==> config.mk <==
export PLATFORM = sky130hd
export DESIGN_NAME = rs_enc_frame
export DESIGN_NICKNAME = d
export VERILOG_FILES = /design/src/rtl/rs_pkg.sv /design/src/rtl/rs_lfsr.sv /design/src/rtl/rs_enc_frame.sv
export SDC_FILE = /design/constraint.sdc
export NUM_CORES = 1
export LEC_CHECK = 0
export ABC_AREA = 1
export CAP_MARGIN = 25
export CORE_ASPECT_RATIO = 2
export CORE_MARGIN = 8
export CORE_UTILIZATION = 46
export DETAILED_ROUTE_END_ITERATION = 7
export DONT_BUFFER_PORTS = 1
export GPL_TIMING_DRIVEN = 0
export SLEW_MARGIN = 15
export SYNTH_ARGS = -nofsm -noshare
export SYNTH_HDL_FRONTEND = slang
export SYNTH_SLANG_ARGS = --single-unit
==> constraint.sdc <==
create_clock -name clk -period 7.6 [get_ports clk]
set_input_delay 1.52 -clock clk [delete_from_list [all_inputs] [get_ports clk]]
set_output_delay 1.52 -clock clk [all_outputs]
set_load 0.01 [all_outputs]
==> src/rtl/rs_pkg.sv <==
// Shared GF(2^8) arithmetic, generator construction and FSM state type
// for the frame-level Reed-Solomon encoder.
package rs_pkg;

  localparam logic [8:0] GF_POLY  = 9'h11D;
  localparam logic [7:0] GF_ALPHA = 8'h02;

  typedef enum logic [1:0] {IDLE, MSG, DONE} state_t;

  // Shift-and-add multiply in GF(2^8), reducing by GF_POLY whenever the
  // running multiplicand overflows bit 7.
  function automatic logic [7:0] gf_mul(input logic [7:0] a, input logic [7:0] b);
    logic [7:0] p;
    logic [7:0] aa;
    p  = '0;
    aa = a;
    for (int i = 0; i < 8; i++) begin
      if (b[i]) p = p ^ aa;
      aa = aa[7] ? ((aa << 1) ^ GF_POLY[7:0]) : (aa << 1);
    end
    return p;
  endfunction

  // Monic generator prod (x + alpha^i), i = 0..npar-1.
  // Coefficient of x^j sits in bits [8*j +: 8]; the leading 1 is at j = npar.
  function automatic logic [8*256-1:0] gen_poly(input int npar);
    logic [8*256-1:0] g;
    logic [7:0]       root;
    g       = '0;
    g[7:0]  = 8'h01;
    root    = 8'h01;
    for (int i = 0; i < npar; i++) begin
      for (int j = i + 1; j > 0; j--) begin
        g[8*j +: 8] = g[8*(j-1) +: 8] ^ gf_mul(root, g[8*j +: 8]);
      end
      g[7:0] = gf_mul(root, g[7:0]);
      root   = gf_mul(root, GF_ALPHA);
    end
    return g;
  endfunction

endpackage

==> src/rtl/rs_lfsr.sv <==
// NPAR-stage parity LFSR: one message symbol per shift, constant GF
// multipliers taken from the elaboration-time generator polynomial.
module rs_lfsr
  import rs_pkg::*;
#(
  parameter int NPAR = 4
) (
  input  logic              clk,
  input  logic              rst,
  input  logic              clear,
  input  logic              shift,
  input  logic [7:0]        sym,
  output logic [8*NPAR-1:0] parity
);

  localparam logic [8*256-1:0] GEN = gen_poly(NPAR);

  logic [8*NPAR-1:0] r_q;
  logic [8*NPAR-1:0] r_d;
  logic [7:0]        fb;

  // Next register contents: feedback is the incoming symbol plus the top stage.
  always_comb begin
    r_d = r_q;
    fb  = sym ^ r_q[8*(NPAR-1) +: 8];
    if (shift) begin
      r_d[7:0] = gf_mul(fb, GEN[7:0]);
      for (int j = 1; j < NPAR; j++) begin
        r_d[8*j +: 8] = r_q[8*(j-1) +: 8] ^ gf_mul(fb, GEN[8*j +: 8]);
      end
    end
  end

  // Clear dominates shifting so a new frame or an abort always starts from zero.
  always_ff @(posedge clk) begin
    if (rst || clear) r_q <= '0;
    else              r_q <= r_d;
  end

  assign parity = r_q;

endmodule

==> src/rtl/rs_enc_frame.sv <==
// Frame-level systematic RS encoder: captures a parallel message, feeds it
// byte-serially through rs_lfsr, then holds message + parity as one codeword
// under valid/ready back-pressure.
module rs_enc_frame
  import rs_pkg::*;
#(
  parameter int K    = 11,
  parameter int NPAR = 4,
  parameter int LW   = $clog2(K + 1)
) (
  input  logic                  clk,
  input  logic                  rst,
  input  logic                  clr,
  input  logic                  in_valid,
  output logic                  in_ready,
  input  logic [8*K-1:0]        in_data,
  input  logic [LW-1:0]         in_len,
  output logic                  out_valid,
  input  logic                  out_ready,
  output logic [8*(K+NPAR)-1:0] out_data,
  output logic [LW:0]           out_len,
  output logic                  out_len_err
);

  localparam int            N   = K + NPAR;
  localparam logic [LW-1:0] K_L = LW'(K);

  state_t            state_q, state_d;
  logic [LW-1:0]     cnt_q, cnt_d;
  logic [LW-1:0]     len_q, len_d;
  logic              err_q, err_d;
  logic [LW-1:0]     eff_len;
  logic [8*K-1:0]    buf_q;
  logic              capture;
  logic              shift;
  logic [7:0]        sym;
  logic [8*NPAR-1:0] parity;
  logic [8*N-1:0]    msg_ext;

  // A finished codeword can be swapped for the next frame in the same cycle.
  assign in_ready = (state_q == IDLE) | ((state_q == DONE) & out_ready);
  assign capture  = in_valid & in_ready;
  assign eff_len  = (in_len > K_L) ? K_L : in_len;
  assign shift    = (state_q == MSG);
  assign sym      = buf_q[8*int'(cnt_q) +: 8];

  // Next-state, counter and length bookkeeping.
  always_comb begin
    state_d = state_q;
    cnt_d   = cnt_q;
    len_d   = len_q;
    err_d   = err_q;
    case (state_q)
      MSG: begin
        cnt_d = cnt_q + LW'(1);
        if (cnt_q == len_q - LW'(1)) state_d = DONE;
      end
      default: begin
        if (capture) begin
          len_d   = eff_len;
          err_d   = (in_len > K_L);
          cnt_d   = '0;
          state_d = (eff_len != '0) ? MSG : DONE;
        end else if ((state_q == DONE) && out_ready) begin
          state_d = IDLE;
        end
      end
    endcase
  end

  // Control registers; clr aborts any frame in flight exactly like rst.
  always_ff @(posedge clk) begin
    if (rst || clr) begin
      state_q <= IDLE;
      cnt_q   <= '0;
      len_q   <= '0;
      err_q   <= 1'b0;
    end else begin
      state_q <= state_d;
      cnt_q   <= cnt_d;
      len_q   <= len_d;
      err_q   <= err_d;
    end
  end

  // Message buffer is data only; it is qualified by state everywhere it is used.
  always_ff @(posedge clk) begin
    if (capture) buf_q <= in_data;
  end

  rs_lfsr #(
    .NPAR(NPAR)
  ) u_lfsr (
    .clk   (clk),
    .rst   (rst),
    .clear (capture | clr),
    .shift (shift),
    .sym   (sym),
    .parity(parity)
  );

  assign msg_ext = {{(8*NPAR){1'b0}}, buf_q};

  // Codeword assembly: message, then parity highest stage first, then zeros.
  always_comb begin
    out_data = '0;
    if (state_q == DONE) begin
      for (int i = 0; i < N; i++) begin
        if (i < int'(len_q)) begin
          out_data[8*i +: 8] = msg_ext[8*i +: 8];
        end else if (i < int'(len_q) + NPAR) begin
          out_data[8*i +: 8] = parity[8*(NPAR-1-(i-int'(len_q))) +: 8];
        end
      end
    end
  end

  assign out_valid   = (state_q == DONE);
  assign out_len     = (state_q == DONE) ? ((LW+1)'(len_q) + (LW+1)'(NPAR)) : '0;
  assign out_len_err = (state_q == DONE) & err_q;

endmodule

==> key figures, run 1 <==
Status
  • Status: completed

STA
  • Final hold vios: 0
  • Endpoints failing setup: 0
  • Tmin final: 5720 ps
  • Post-route setup TNS: 0 ps
  • Fin crit share: 0.752
  • Unrepaired setup endpoints after global routing: no
  • Layout Skew: 10.1 ps
  • Slew margin rel.: 0.247
  • Setup slack after layout: 1880 ps
  • Max-slew violations: 0
  • Slew @ Worst Pin: 1120 ps
  • Maximum clock frequency: 175 MHz

Hold path
  • Min-delay src: err_q$_SDFFE_PP0P_
  • Hold depth: 2
  • Hold endpoint: err_q$_SDFFE_PP0P_
  • Worst min-delay path class: reg2reg

Yosys
  • Number of synthesized flops with an enable pin: 88
  • Post-Syn Area per Cell: between 6 and 7 um2
  • Synth Flop Type: edfxtp_1
  • Register area share after synthesis: 0.365
  • Fraction of registers with async set/reset: 0
  • Post-synthesis compound-gate area fraction: 0.143
  • Yosys warning count: 0
  • Largest family of logic cells by synthesized area: simple AND/OR/NAND/NOR gates
  • Yosys reg bits: 131
  • Cell Area, Synth: 9600 um2
  • Netlist cell types: 43
  • Synth Net Count: 1,540
  • Synth Area in Adders: 0.0274
  • Mapped Cells: 1,422
  • Post-synthesis simple-gate area fraction: 0.335
  • Proportion of synthesized area in mux cells: 0
  • Xor/xnor share of the synthesized area: 0.0329

Layout
  • Share of layout cells above drive strength 1: 0.0850
  • Fin cells: 1,729
  • Final core utilization: 0.510
  • Most frequent cells in the layout: nand2_1, inv_1, a21oi_1, nand3_1, o21ai_0
  • Area grow syn2layout: 10.2%
  • Fin nets: around 1,600
  • Commonest non-fill, non-tap cell in the layout: nand2_1

Worst setup path
  • Critical path's slowest cell: o21ai_0
  • Critical path buffers and inverters: 5
  • Setup crit end kind: primary output
  • Crit-path leading delay family: buffers and inverters
  • CP Max Fanout: 14
  • Cell Chain, Critical Path: inv_1, clkbuf_1, ha_1, clkbuf_1, inv_1, clkbuf_1, o21ai_0, nand2_1, a21oi_1
  • Worst EP required: 6080 ps
  • Worst R2R End: state_q[1]$_SDFFE_PP0P_
  • Worst path arrival time: 4200 ps
  • Critical path startpoint category: flop
  • Crit-path most repeated cell: clkbuf_1
  • Max stage delay on crit path: 860 ps
  • R2R cell count: 12
  • Worst R2R Setup Slack: between 4000 and 5000 ps
  • RR Startpoint: len_q[1]$_SDFFE_PP0P_
  • Critical path type: reg2out

Pwr
  • Clock Power Share: 0.395
  • Logic pwr share: 0.212
  • Worst vdd ir: 0.000183 V
  • Pwr Total: 2.12 mW
  • Switch share: 0.334
  • Net Switching: 707 uW
  • Cell Int Power: about 1.4 mW
  • P_leak: between 4 and 5 nW
  • Pwr Density: 200 nW/um2
  • Sequential power share: 0.393

GRT
  • First-pass GRT wire length: about 60,000 um
  • Number of global-route vias before repair: 9,467
  • GRT Residual Overflow: 0
  • Initial antenna violation count: 1
  • Pin count of the biggest net entering global routing: 51
  • All-Layer GR Usage: 0.311

Placement
  • Placed insts: 1,693
  • Dpl ws: 2440 ps
  • DP HPWL: 32,200 um
  • Routability cong.: around 0.99
  • Port-buffer cells: 0

CTS
  • Setup repair bufs after CTS: 0
  • CTS clk-pin slew, worst paths: 60 ps
  • CTS Buf Count: 17
  • Worst-skew pair later-pin latency: 450 ps
  • Gates resized, CTS repair: 0
  • Clock buffer depth: 2
  • Hold_buf cts: 0
  • Clock Root Buffer: clkbuf_16
  • Clock Sinks: 131
  • Htree depth: 4
  • CTS tree: done

Run
  • MaxCap Viol Count: 0

Route
  • Vias: 9,945
  • Remaining DRCs: 0
  • Final WL: 40,800 um
  • Post-route ant nets: 0
  • Drt first pass iters: 5
  • Drt wl/cell: 23.6 um
  • Routed vias/inst: 5.75
  • DRT iter0 DRCs: 1,018

Die
  • Die ar.: between 20,000 and 30,000 um2
  • Row cnt: 75
  • Chip width: 118 um
  • Initial core utilization: 0.463
  • Core area: 20,700 um2
  • Die height: 220 um
  • I/O Pins: 225
==> how the worst max path moves through the flow <==
stage | from | to | slack [ps] | depth (start not counted)
3_3_place_gp | out_ready | state_q[1]$_SDFFE_PP0P_ | 2240 | 7
3_5_place_dp | len_q[1]$_SDFFE_PP0P_ | out_data[54] | 2440 | 9
4_1_cts | len_q[1]$_SDFFE_PP0P_ | out_data[54] | 1940 | 9
5_1_grt | len_q[1]$_SDFFE_PP0P_ | out_data[87] | 1650 | 11
2_1_floorplan | out_ready | state_q[1]$_SDFFE_PP0P_ | 3240 | 7
6_report | len_q[1]$_SDFFE_PP0P_ | out_data[54] | 1880 | 9
==> worst min-delay path: cells and delay by family (launching register included) <==
kind	cells	cell delay [ps]
DFF	1	300
buffers and inverters	1	70
AOI/OAI and AO/OA	1	70
==> kinds of logic (layout without fill, tap and decap cells) <==
| kind of cell | Yosys count | after routing |
|---|---|---|
| AOI/OAI and AO/OA | 256 | 256 |
| and+or+nand+nor | 747 | 747 |
| xor gates and xnor gates | 36 | 36 |
| buffers and inverters | 231 | 267 |
| other | 0 | 2 |
| DFF | 131 | 131 |
| adders and majority gates | 21 | 21 |
==> per-layer routing <==
layer,global-route usage,up-vias,routed length [um]
met3,0.0961,107,4690
met2,0.483,593,17800
met5,0,-,0
met4,0.204,0,2640
met1,0.367,4607,15700
li1,-,4638,-
==> power groups by stage <==
stage / sequential [mW] / combinational (mW) / clock (mW)
after floorplan: 0.837 / 0.304 / 0
after global placement: 0.850 / 0.424 / 0
after detailed placement: 0.846 / 0.433 / 0
after CTS: 0.831 / 0.435 / 0.838
after global routing: 0.835 / 0.487 / 0.865
final: 0.832 / 0.448 / 0.835
==> synthesized netlist by cell type (6+ instances only) <==
cell | number | share of area
clkinv_1 | 6 | 0.0023
inv_1 | 160 | 0.063
nor3_1 | 6 | 0.0031
inv_2 | 8 | 0.0031
o21ai_0 | 97 | 0.051
dfxtp_1 | 43 | 0.090
a21oi_1 | 118 | 0.062
o21ai_1 | 8 | 0.0042
xnor2_1 | 8 | 0.0073
o21a_1 | 9 | 0.0070
a22oi_1 | 8 | 0.0063
nand3_1 | 98 | 0.051
buf_2 | 7 | 0.0037
or2_2 | 17 | 0.011
nor2_1 | 89 | 0.035
ha_1 | 21 | 0.027
nand2_1 | 479 | 0.19
nand2_4 | 9 | 0.011
clkbuf_1 | 41 | 0.016
edfxtp_1 | 88 | 0.28
nand2_2 | 28 | 0.018
xor2_1 | 28 | 0.026
==> sequential cells by signal, indices dropped and copies added, names as in the netlist <==
name / count
cnt_q: 4
len_q: 4
u_lfsr.parity: 32
buf_q: 88
err_q: 1
state_q: 2
==> final cells by class <==
type / count / area, um2
inverter: 175 / 664
tap: 269 / 337
clock buffer: 17 / 425
sequential: 131 / 3500
antenna: 2 / 5.00
fill: 2135 / 10200
clock inverter: 15 / 156
buffer: 56 / 268
timing repair buffer: 4 / 42.5
multi-input combinational: 1060 / 5170
==> stage by stage <==
stage / hold slack [ps] / instance area (um2)
2_1_floorplan: 441 / 9600
3_3_place_gp: 458 / 9930
3_5_place_dp: 465 / 9970
4_1_cts: 477 / 10600
5_1_grt: 515 / 10600
6_report: 482 / 10600
No activity file was read; power rests on OpenSTA's default activity.
==> run 2: changes to the inputs <==
--- a/config.mk
+++ b/config.mk
@@ -5,7 +5,7 @@
 export SDC_FILE = /design/constraint.sdc
 export NUM_CORES = 1
 export LEC_CHECK = 0
-export ABC_AREA = 1
+export ABC_AREA = 0
 export CAP_MARGIN = 25
 export CORE_ASPECT_RATIO = 2
 export CORE_MARGIN = 8
==> constraint.sdc (replaced) <==
create_clock -name clk -period 5.95 [get_ports clk]
set_input_delay 1.19 -clock clk [delete_from_list [all_inputs] [get_ports clk]]
set_output_delay 1.19 -clock clk [all_outputs]
set_load 0.01 [all_outputs]
==> run 2 against run 1 <==
Routed wire length decreased by 13%. Cell count decreased by 35%. Clock skew decreased by 3.2 ps. Hold slack got worse by 32 ps. Via count decreased by 26%. Sequential share of layout area increased by 2.5 points.
==> key figures, run 2 <==
Worst setup path
  • Cell Chain, Critical Path: clkbuf_1, inv_1, ha_1, inv_1, ha_1, clkbuf_1, a21boi_1, a22oi_1, nor2_1 (was inv_1, clkbuf_1, ha_1, clkbuf_1, inv_1, clkbuf_1, o21ai_0, nand2_1, a21oi_1)
  • Critical path's slowest cell: a21boi_1 (was o21ai_0)
  • Crit-path leading delay family: buffers and inverters (unchanged)
  • Worst EP required: 4760 ps (was 6080 ps)
  • Critical path type: reg2out (unchanged)
  • RR Startpoint: len_q[1]$_SDFFE_PP0P_ (unchanged)
  • Worst path arrival time: 4510 ps (was 4200 ps)
  • Critical path buffers and inverters: 4 (was 5)
  • CP Max Fanout: 10 (was 14)
  • R2R cell count: 10 (was 12)
  • Critical path startpoint category: flop (unchanged)
  • CP Launch Point: len_q[1]$_SDFFE_PP0P_ (unchanged)
  • CP Capture Point: out_data[82] (was out_data[54])
  • Worst R2R Setup Slack: 1810 ps (was 4280 ps)
  • Crit. path cell count: 9 (unchanged)
  • Setup crit end kind: primary output (unchanged)
  • Worst R2R End: state_q[0]$_SDFFE_PP0P_ (was state_q[1]$_SDFFE_PP0P_)
  • Max stage delay on crit path: 770 ps (was 860 ps)

CTS
  • Clock Sinks: 131 (unchanged)
  • CTS tree: done (unchanged)
  • Clock buffer depth: 2 (unchanged)
  • Setup repair bufs after CTS: 0 (unchanged)
  • CTS Buf Count: 17 (unchanged)
  • Worst-skew pair later-pin latency: 440 ps (was 450 ps)
  • Gates resized, CTS repair: 0 (unchanged)
  • Hold_buf cts: 0 (unchanged)
  • Htree depth: 4 (unchanged)
  • CTS clk-pin slew, worst paths: 60 ps (about the same)
  • Clock Root Buffer: clkbuf_16 (unchanged)

Layout
  • Register area: 3500 um2 (unchanged)
  • Final core utilization: 0.515 (was 0.510)
  • N_diodes: 0 (was 2)
  • Biggest register: buf_q (unchanged)
  • Max FFs per register: 88 (unchanged)
  • Fill cells: 1,797 (was 2,135)
  • Fin cells: 1,131 (was 1,729)
  • Area grow syn2layout: 11.0% (was 10.2%)
  • Multi-input logic area: 5130 um2 (was 5170 um2)
  • Most frequent cells in the layout: nor2_1, edfxtp_1, a22oi_1, a21oi_1, nand2_1 (was nand2_1, inv_1, a21oi_1, nand3_1, o21ai_0)
  • Commonest non-fill, non-tap cell in the layout: nor2_1 (was nand2_1)
  • Fin nets: 977 (was 1,563)
  • Share of layout cells above drive strength 1: 0.151 (was 0.0850)

Route
  • Vias: 7,401 (was 9,945)
  • Drt wl/cell: 31.3 um (was 23.6 um)
  • Final WL: 35,400 um (was 40,800 um)
  • DRT iter0 DRCs: 683 (was 1,018)
  • Remaining DRCs: 0 (unchanged)
  • Post-route ant nets: 0 (unchanged)
  • Routed vias/inst: 6.54 (was 5.75)
  • Drt first pass iters: 6 (was 5)

Run
  • MaxCap Viol Count: 0 (unchanged)

GRT
  • Initial antenna violation count: 0 (was 1)
  • Number of global-route vias before repair: 7,656 (was 9,467)
  • GRT Residual Overflow: 0 (unchanged)
  • First-pass GRT wire length: 50,900 um (was 59,800 um)
  • Pin count of the biggest net entering global routing: 49 (was 51)
  • All-Layer GR Usage: 0.294 (was 0.311)

Die
  • I/O Pins: 225 (unchanged)
  • Core area: 19,100 um2 (was 20,700 um2)
  • Die height: 212 um (was 220 um)
  • Die ar.: 24,200 um2 (was 26,000 um2)
  • Chip width: 114 um (was 118 um)
  • Initial core utilization: 0.464 (was 0.463)
  • Row cnt: 72 (was 75)

Pwr
  • P_leak: 3.10 nW (was 4.50 nW)
  • Cell Int Power: 1.74 mW (was 1.41 mW)
  • Pwr Density: 251 nW/um2 (was 200 nW/um2)
  • Net Switching: 733 uW (was 707 uW)
  • Sequential power share: 0.428 (was 0.393)
  • Logic pwr share: 0.181 (was 0.212)
  • Clock Power Share: 0.391 (was 0.395)
  • Switch share: 0.297 (was 0.334)
  • Worst vdd ir: 0.000247 V (was 0.000183 V)
  • Pwr Total: 2.47 mW (was 2.12 mW)

Yosys
  • Netlist cell types: 60 (was 43)
  • Fraction of registers with async set/reset: 0 (unchanged)
  • Post-Syn Area per Cell: 10.7 um2 (was 6.75 um2)
  • Synth top cells by count: nor2_1, edfxtp_1, a22oi_1 (was nand2_1, inv_1, a21oi_1)
  • Mapped Cells: 832 (was 1,422)
  • Yosys warning count: 0 (unchanged)
  • Most frequent cell after synthesis: nor2_1 (was nand2_1)
  • Top cells by area, synth: edfxtp_1, mux4_2, dfxtp_1, a22oi_1, nor2_1 (was edfxtp_1, nand2_1, dfxtp_1, inv_1, a21oi_1)
  • Register area share after synthesis: 0.395 (was 0.365)
  • Synth area leader: edfxtp_1 (unchanged)
  • Synth Net Count: 950 (was 1,540)
  • Top-area cell type share of the netlist area: 0.298 (was 0.275)
  • Number of synthesized flops with an enable pin: 88 (unchanged)
  • Yosys reg bits: 131 (unchanged)
  • Synth Flop Type: edfxtp_1 (unchanged)
  • Cell Area, Synth: 8870 um2 (was 9600 um2)

Placement
  • Placed insts: 1,098 (was 1,693)
  • Port-buffer cells: 0 (unchanged)
  • Routability cong.: 0.953 (was 0.992)
  • DP HPWL: 27,900 um (was 32,200 um)

STA
  • Post-route setup TNS: 0 ps (unchanged)
  • Final hold vios: 0 (unchanged)
  • Fin crit share: 0.958
  • Endpoints failing setup: 0 (unchanged)
  • Unrepaired setup endpoints after global routing: no (unchanged)
  • Slew @ Worst Pin: 956 ps (was 1120 ps)
  • Layout Skew: 6.83 ps (was 10.1 ps)
  • Maximum clock frequency: around 180 MHz
  • Tmin final: 5700 ps
  • Slew margin rel.: 0.358 (was 0.247)
  • Max-slew violations: 0 (unchanged)

Status
  • Status: completed (unchanged)

Hold path
  • Worst min-delay path class: reg2reg (unchanged)
## run 2: changes by cell type in the layout (fill, tap and decap cells not counted), moves of 31 or more
cell / before / now
a21oi_1: 118 / 57
a22oi_1: 8 / 78
nand3_1: 98 / 14
nand2_1: 479 / 54
nor2_1: 89 / 130
xnor2_1: 8 / 39
and2_1: 0 / 34
o21ai_0: 97 / 15
inv_1: 159 / 10
mux4_2: 0 / 40
## run 2: cells by family (layout without fill, tap and decap cells)
family | Yosys count | in the layout | share of synthesized area
AND/OR/NAND/NOR | 290 | 290 | 0.157
AO/OA/AOI/OAI | 189 | 189 | 0.146
flip-flops | 131 | 131 | 0.395
XOR/XNOR | 81 | 81 | 0.107
multiplexers | 60 | 60 | 0.135
buffers and inverters | 60 | 100 | 0.0310
adder cells (fa/ha/maj) | 21 | 21 | 0.0296
## run 2: power by group through the flow
stage	registers (mW)	logic [mW]	clock network, mW
floorplan	1.06	0.331	0
global placement	1.08	0.429	0
detailed placement	1.07	0.439	0
CTS	1.06	0.442	0.975
global route	1.06	0.476	1.01
finish	1.06	0.447	0.967
## run 2: layer usage
metal / GRT usage / share of wire
met1: 0.326 / 0.35
met2: 0.473 / 0.48
met3: 0.0851 / 0.099
met4: 0.215 / 0.071
met5: 0 / 0
## run 2: worst min path at each step
| stage | cells after the start | startpoint | endpoint |
|---|---|---|---|
| after CTS | 2 | err_q$_SDFFE_PP0P_ | err_q$_SDFFE_PP0P_ |
| after global routing | 2 | err_q$_SDFFE_PP0P_ | err_q$_SDFFE_PP0P_ |
| after detailed placement | 2 | err_q$_SDFFE_PP0P_ | err_q$_SDFFE_PP0P_ |
| final | 2 | err_q$_SDFFE_PP0P_ | err_q$_SDFFE_PP0P_ |
| after floorplan | 2 | err_q$_SDFFE_PP0P_ | err_q$_SDFFE_PP0P_ |
| after global placement | 2 | err_q$_SDFFE_PP0P_ | err_q$_SDFFE_PP0P_ |
## run 2: area by class of cell
cell class,count,share of cell area
clock inverter,14,0.0109
multi-input combinational,641,0.521
timing repair buffer,8,0.00712
clock buffer,18,0.0436
tap,259,0.0329
inverter,14,0.00559
sequential,131,0.356
buffer,46,0.0226
## run 2: worst register-to-register path: cells and delay by family, from the launching register on
family | cells | cell delay [ps]
buffers and inverters | 4 | 2060
DFF | 1 | 580
and+or+nand+nor | 2 | 430
AOI/OAI and AO/OA | 2 | 410
adders and majority gates | 1 | 390
xor gates and xnor gates | 1 | 160
## run 2: per-stage QoR
step | cell area (um2) | setup WS, ps | hold slack (ps)
after global placement | 9190 | 279 | 437
final | 9840 | 251 | 450
after detailed placement | 9300 | 810 | 445
after floorplan | 8870 | 1720 | 432
after global routing | 9840 | 116 | 484
after CTS | 9840 | 310 | 454
==> run 3: changes to the inputs <==
--- a/config.mk
+++ b/config.mk
@@ -13,6 +13,7 @@
 export DETAILED_ROUTE_END_ITERATION = 7
 export DONT_BUFFER_PORTS = 1
 export GPL_TIMING_DRIVEN = 0
+export RECOVER_POWER = 50
 export SLEW_MARGIN = 15
 export SYNTH_ARGS = -nofsm -noshare
 export SYNTH_HDL_FRONTEND = slang
==> run 3 against run 2 <==
The run now ends with capacitance limit, slew limit left. Clock skew grew 0.71 ps. Global-route usage is the same. Non-clock buffer count is the same. Die area is the same. Cell area shrank 0.24%. Register-to-register slack lost 70 ps. Via count grew 0.26%.
==> key figures, run 3 (synthesis gave the netlist of run 2 again) <==
Worst setup path
  • Worst path arrival time: 4560 ps (was 4510 ps)
  • Critical path startpoint category: flop (unchanged)
  • Worst EP required: 4760 ps (about the same)
  • Max stage delay on crit path: 830 ps (was 770 ps)
  • Cell Chain, Critical Path: clkbuf_1, inv_1, ha_1, inv_1, ha_1, clkbuf_1, a21boi_1, a22oi_1, nor2_1 (unchanged)
  • Critical path type: reg2out (unchanged)
  • Critical path's slowest cell: a21boi_1 (unchanged)
  • CP Max Fanout: 10 (unchanged)
  • Setup crit end kind: primary output (unchanged)

STA
  • Setup slack after layout: 199 ps (was 251 ps)
  • Slew margin rel.: -0.436 (was 0.358)
  • Layout Skew: 7.54 ps (was 6.83 ps)
  • Post-route setup TNS: 0 ps (unchanged)
  • Slew @ Worst Pin: 2140 ps (was 956 ps)
  • Max-slew violations: 49 (was 0)
  • Final hold vios: 0 (unchanged)
  • Tmin final: 5750 ps (was 5700 ps)
  • Endpoints failing setup: 0 (unchanged)
  • Maximum clock frequency: 174 MHz (was 175 MHz)
  • Fin crit share: 0.967 (was 0.958)
  • Unrepaired setup endpoints after global routing: no (unchanged)

Pwr
  • Switch share: 0.296 (was 0.297)
  • Worst vdd ir: 0.000248 V (was 0.000247 V)
  • Logic pwr share: 0.180 (was 0.181)
  • Clock Power Share: 0.391 (about the same)
  • P_leak: 3.08 nW (was 3.10 nW)
  • Pwr Density: 251 nW/um2 (about the same)
  • Cell Int Power: 1.74 mW (about the same)
  • Sequential power share: 0.429 (was 0.428)
  • Net Switching: 731 uW (was 733 uW)

Route
  • Post-route ant nets: 0 (unchanged)
  • Vias: 7,420 (was 7,401)
  • Final WL: 35,500 um (was 35,400 um)
  • Routed vias/inst: 6.56 (was 6.54)
  • Remaining DRCs: 0 (unchanged)
  • Drt wl/cell: 31.3 um (about the same)
  • Drt first pass iters: 6 (unchanged)
  • DRT iter0 DRCs: 724 (was 683)

Layout
  • Share of layout cells above drive strength 1: 0.151 (unchanged)
  • Biggest register: buf_q (unchanged)
  • Most frequent cells in the layout: nor2_1, edfxtp_1, a22oi_1, a21oi_1, nand2_1 (unchanged)
  • Fin nets: 977 (unchanged)
  • Fill cells: 1,801 (was 1,797)
  • N_diodes: 0 (unchanged)
  • Max FFs per register: 88 (unchanged)
  • Area grow syn2layout: 10.7% (was 11.0%)
  • Commonest non-fill, non-tap cell in the layout: nor2_1 (unchanged)

Die
  • Row cnt: 72 (unchanged)
  • Die height: 212 um (unchanged)
  • I/O Pins: 225 (unchanged)
  • Chip width: 114 um (unchanged)
  • Die ar.: 24,200 um2 (unchanged)
  • Initial core utilization: 0.464 (unchanged)
  • Core area: 19,100 um2 (unchanged)

Status
  • Failing checks: capacitance limit, slew limit
  • Status: complete, but fails checks (was completed)

Placement
  • Port-buffer cells: 0 (unchanged)
  • Routability cong.: 0.953 (unchanged)
  • DP HPWL: 27,900 um (unchanged)
  • Dpl ws: 810 ps (unchanged)

GRT
  • Pin count of the biggest net entering global routing: 49 (unchanged)
  • All-Layer GR Usage: 0.294 (unchanged)
  • Initial antenna violation count: 0 (unchanged)
  • Number of global-route vias before repair: 7,656 (unchanged)
  • GRT Residual Overflow: 0 (unchanged)
  • First-pass GRT wire length: 50,900 um (unchanged)

CTS
  • Clock buffer depth: 2 (unchanged)
  • Setup repair bufs after CTS: 0 (unchanged)
  • Clock Sinks: 131 (unchanged)
  • Hold_buf cts: 0 (unchanged)
  • CTS Buf Count: 17 (unchanged)
  • CTS clk-pin slew, worst paths: 60 ps (about the same)
  • Htree depth: 4 (unchanged)
  • Clock Root Buffer: clkbuf_16 (unchanged)
  • Worst-skew pair later-pin latency: 440 ps (about the same)
  • CTS tree: done (unchanged)
  • Gates resized, CTS repair: 0 (unchanged)

Hold path
  • Worst min-delay path class: reg2reg (unchanged)

Run
  • MaxCap Viol Count: 1 (was 0)
-- run 3: final cells by class --
cell class | count | area, um2 | area share
well taps | 259 | 324 | 0.0330
inverters | 14 | 53.8 | 0.00548
flip-flops and latches | 131 | 3500 | 0.357
clock buffers | 18 | 429 | 0.0437
repair buffers | 8 | 47.5 | 0.00484
plain buffers | 46 | 223 | 0.0227
multi-input cells | 641 | 5130 | 0.523
clock inverters | 14 | 108 | 0.0110
-- run 3: path summary, 6_finish.rpt --
kind / from / endpoint / slack [ps] / cells past startpoint
max: len_q[1]$_SDFFE_PP0P_ / out_data[82] / 200 / 9
min: err_q$_SDFFE_PP0P_ / err_q$_SDFFE_PP0P_ / 450 / 2
max reg2reg: state_q[1]$_SDFFE_PP0P_ / cnt_q[3]$_SDFFE_PP0P_ / 1740 / 7
min reg2reg: err_q$_SDFFE_PP0P_ / err_q$_SDFFE_PP0P_ / 450 / 2
-- run 3: per-stage QoR --
stage / instances / hold WS (ps) / cell area, um2 / power, mW / util
floorplan: 832 / 432 / 8870 / 1.39 / -
finish: 1131 / 451 / 9820 / 2.47 / 0.514
CTS: 1130 / 454 / 9840 / 2.47 / 0.515
global placement: 1091 / 437 / 9190 / 1.51 / 0.481
detailed placement: 1098 / 445 / 9300 / 1.51 / 0.487
global route: 1131 / 484 / 9820 / 2.54 / 0.514
-- run 3: worst max-delay path, delay by kind of cell, from the launching register on --
kind,cells,cell delay [ps]
AO/OA/AOI/OAI,2,980
buffers and inverters,4,1620
AND/OR/NAND/NOR,1,290
flip-flops,1,570
adder cells (fa/ha/maj),2,650
-- run 3: metal layers --
layer | track usage | vias up | part of all wire
met3 | 0.0851 | 114 | 0.10
met4 | 0.215 | 0 | 0.072
met1 | 0.326 | 3625 | 0.35
met2 | 0.473 | 536 | 0.48
met5 | 0 | - | 0
li1 | - | 3145 | -
-- run 3: power groups by stage --
| stage | clock [mW] | combinational, mW | sequential (mW) |
|---|---|---|---|
| after floorplan | 0 | 0.331 | 1.06 |
| after global placement | 0 | 0.429 | 1.08 |
| after detailed placement | 0 | 0.439 | 1.07 |
| after CTS | 0.975 | 0.442 | 1.06 |
| after global routing | 1.01 | 0.473 | 1.06 |
| final | 0.965 | 0.445 | 1.06 |
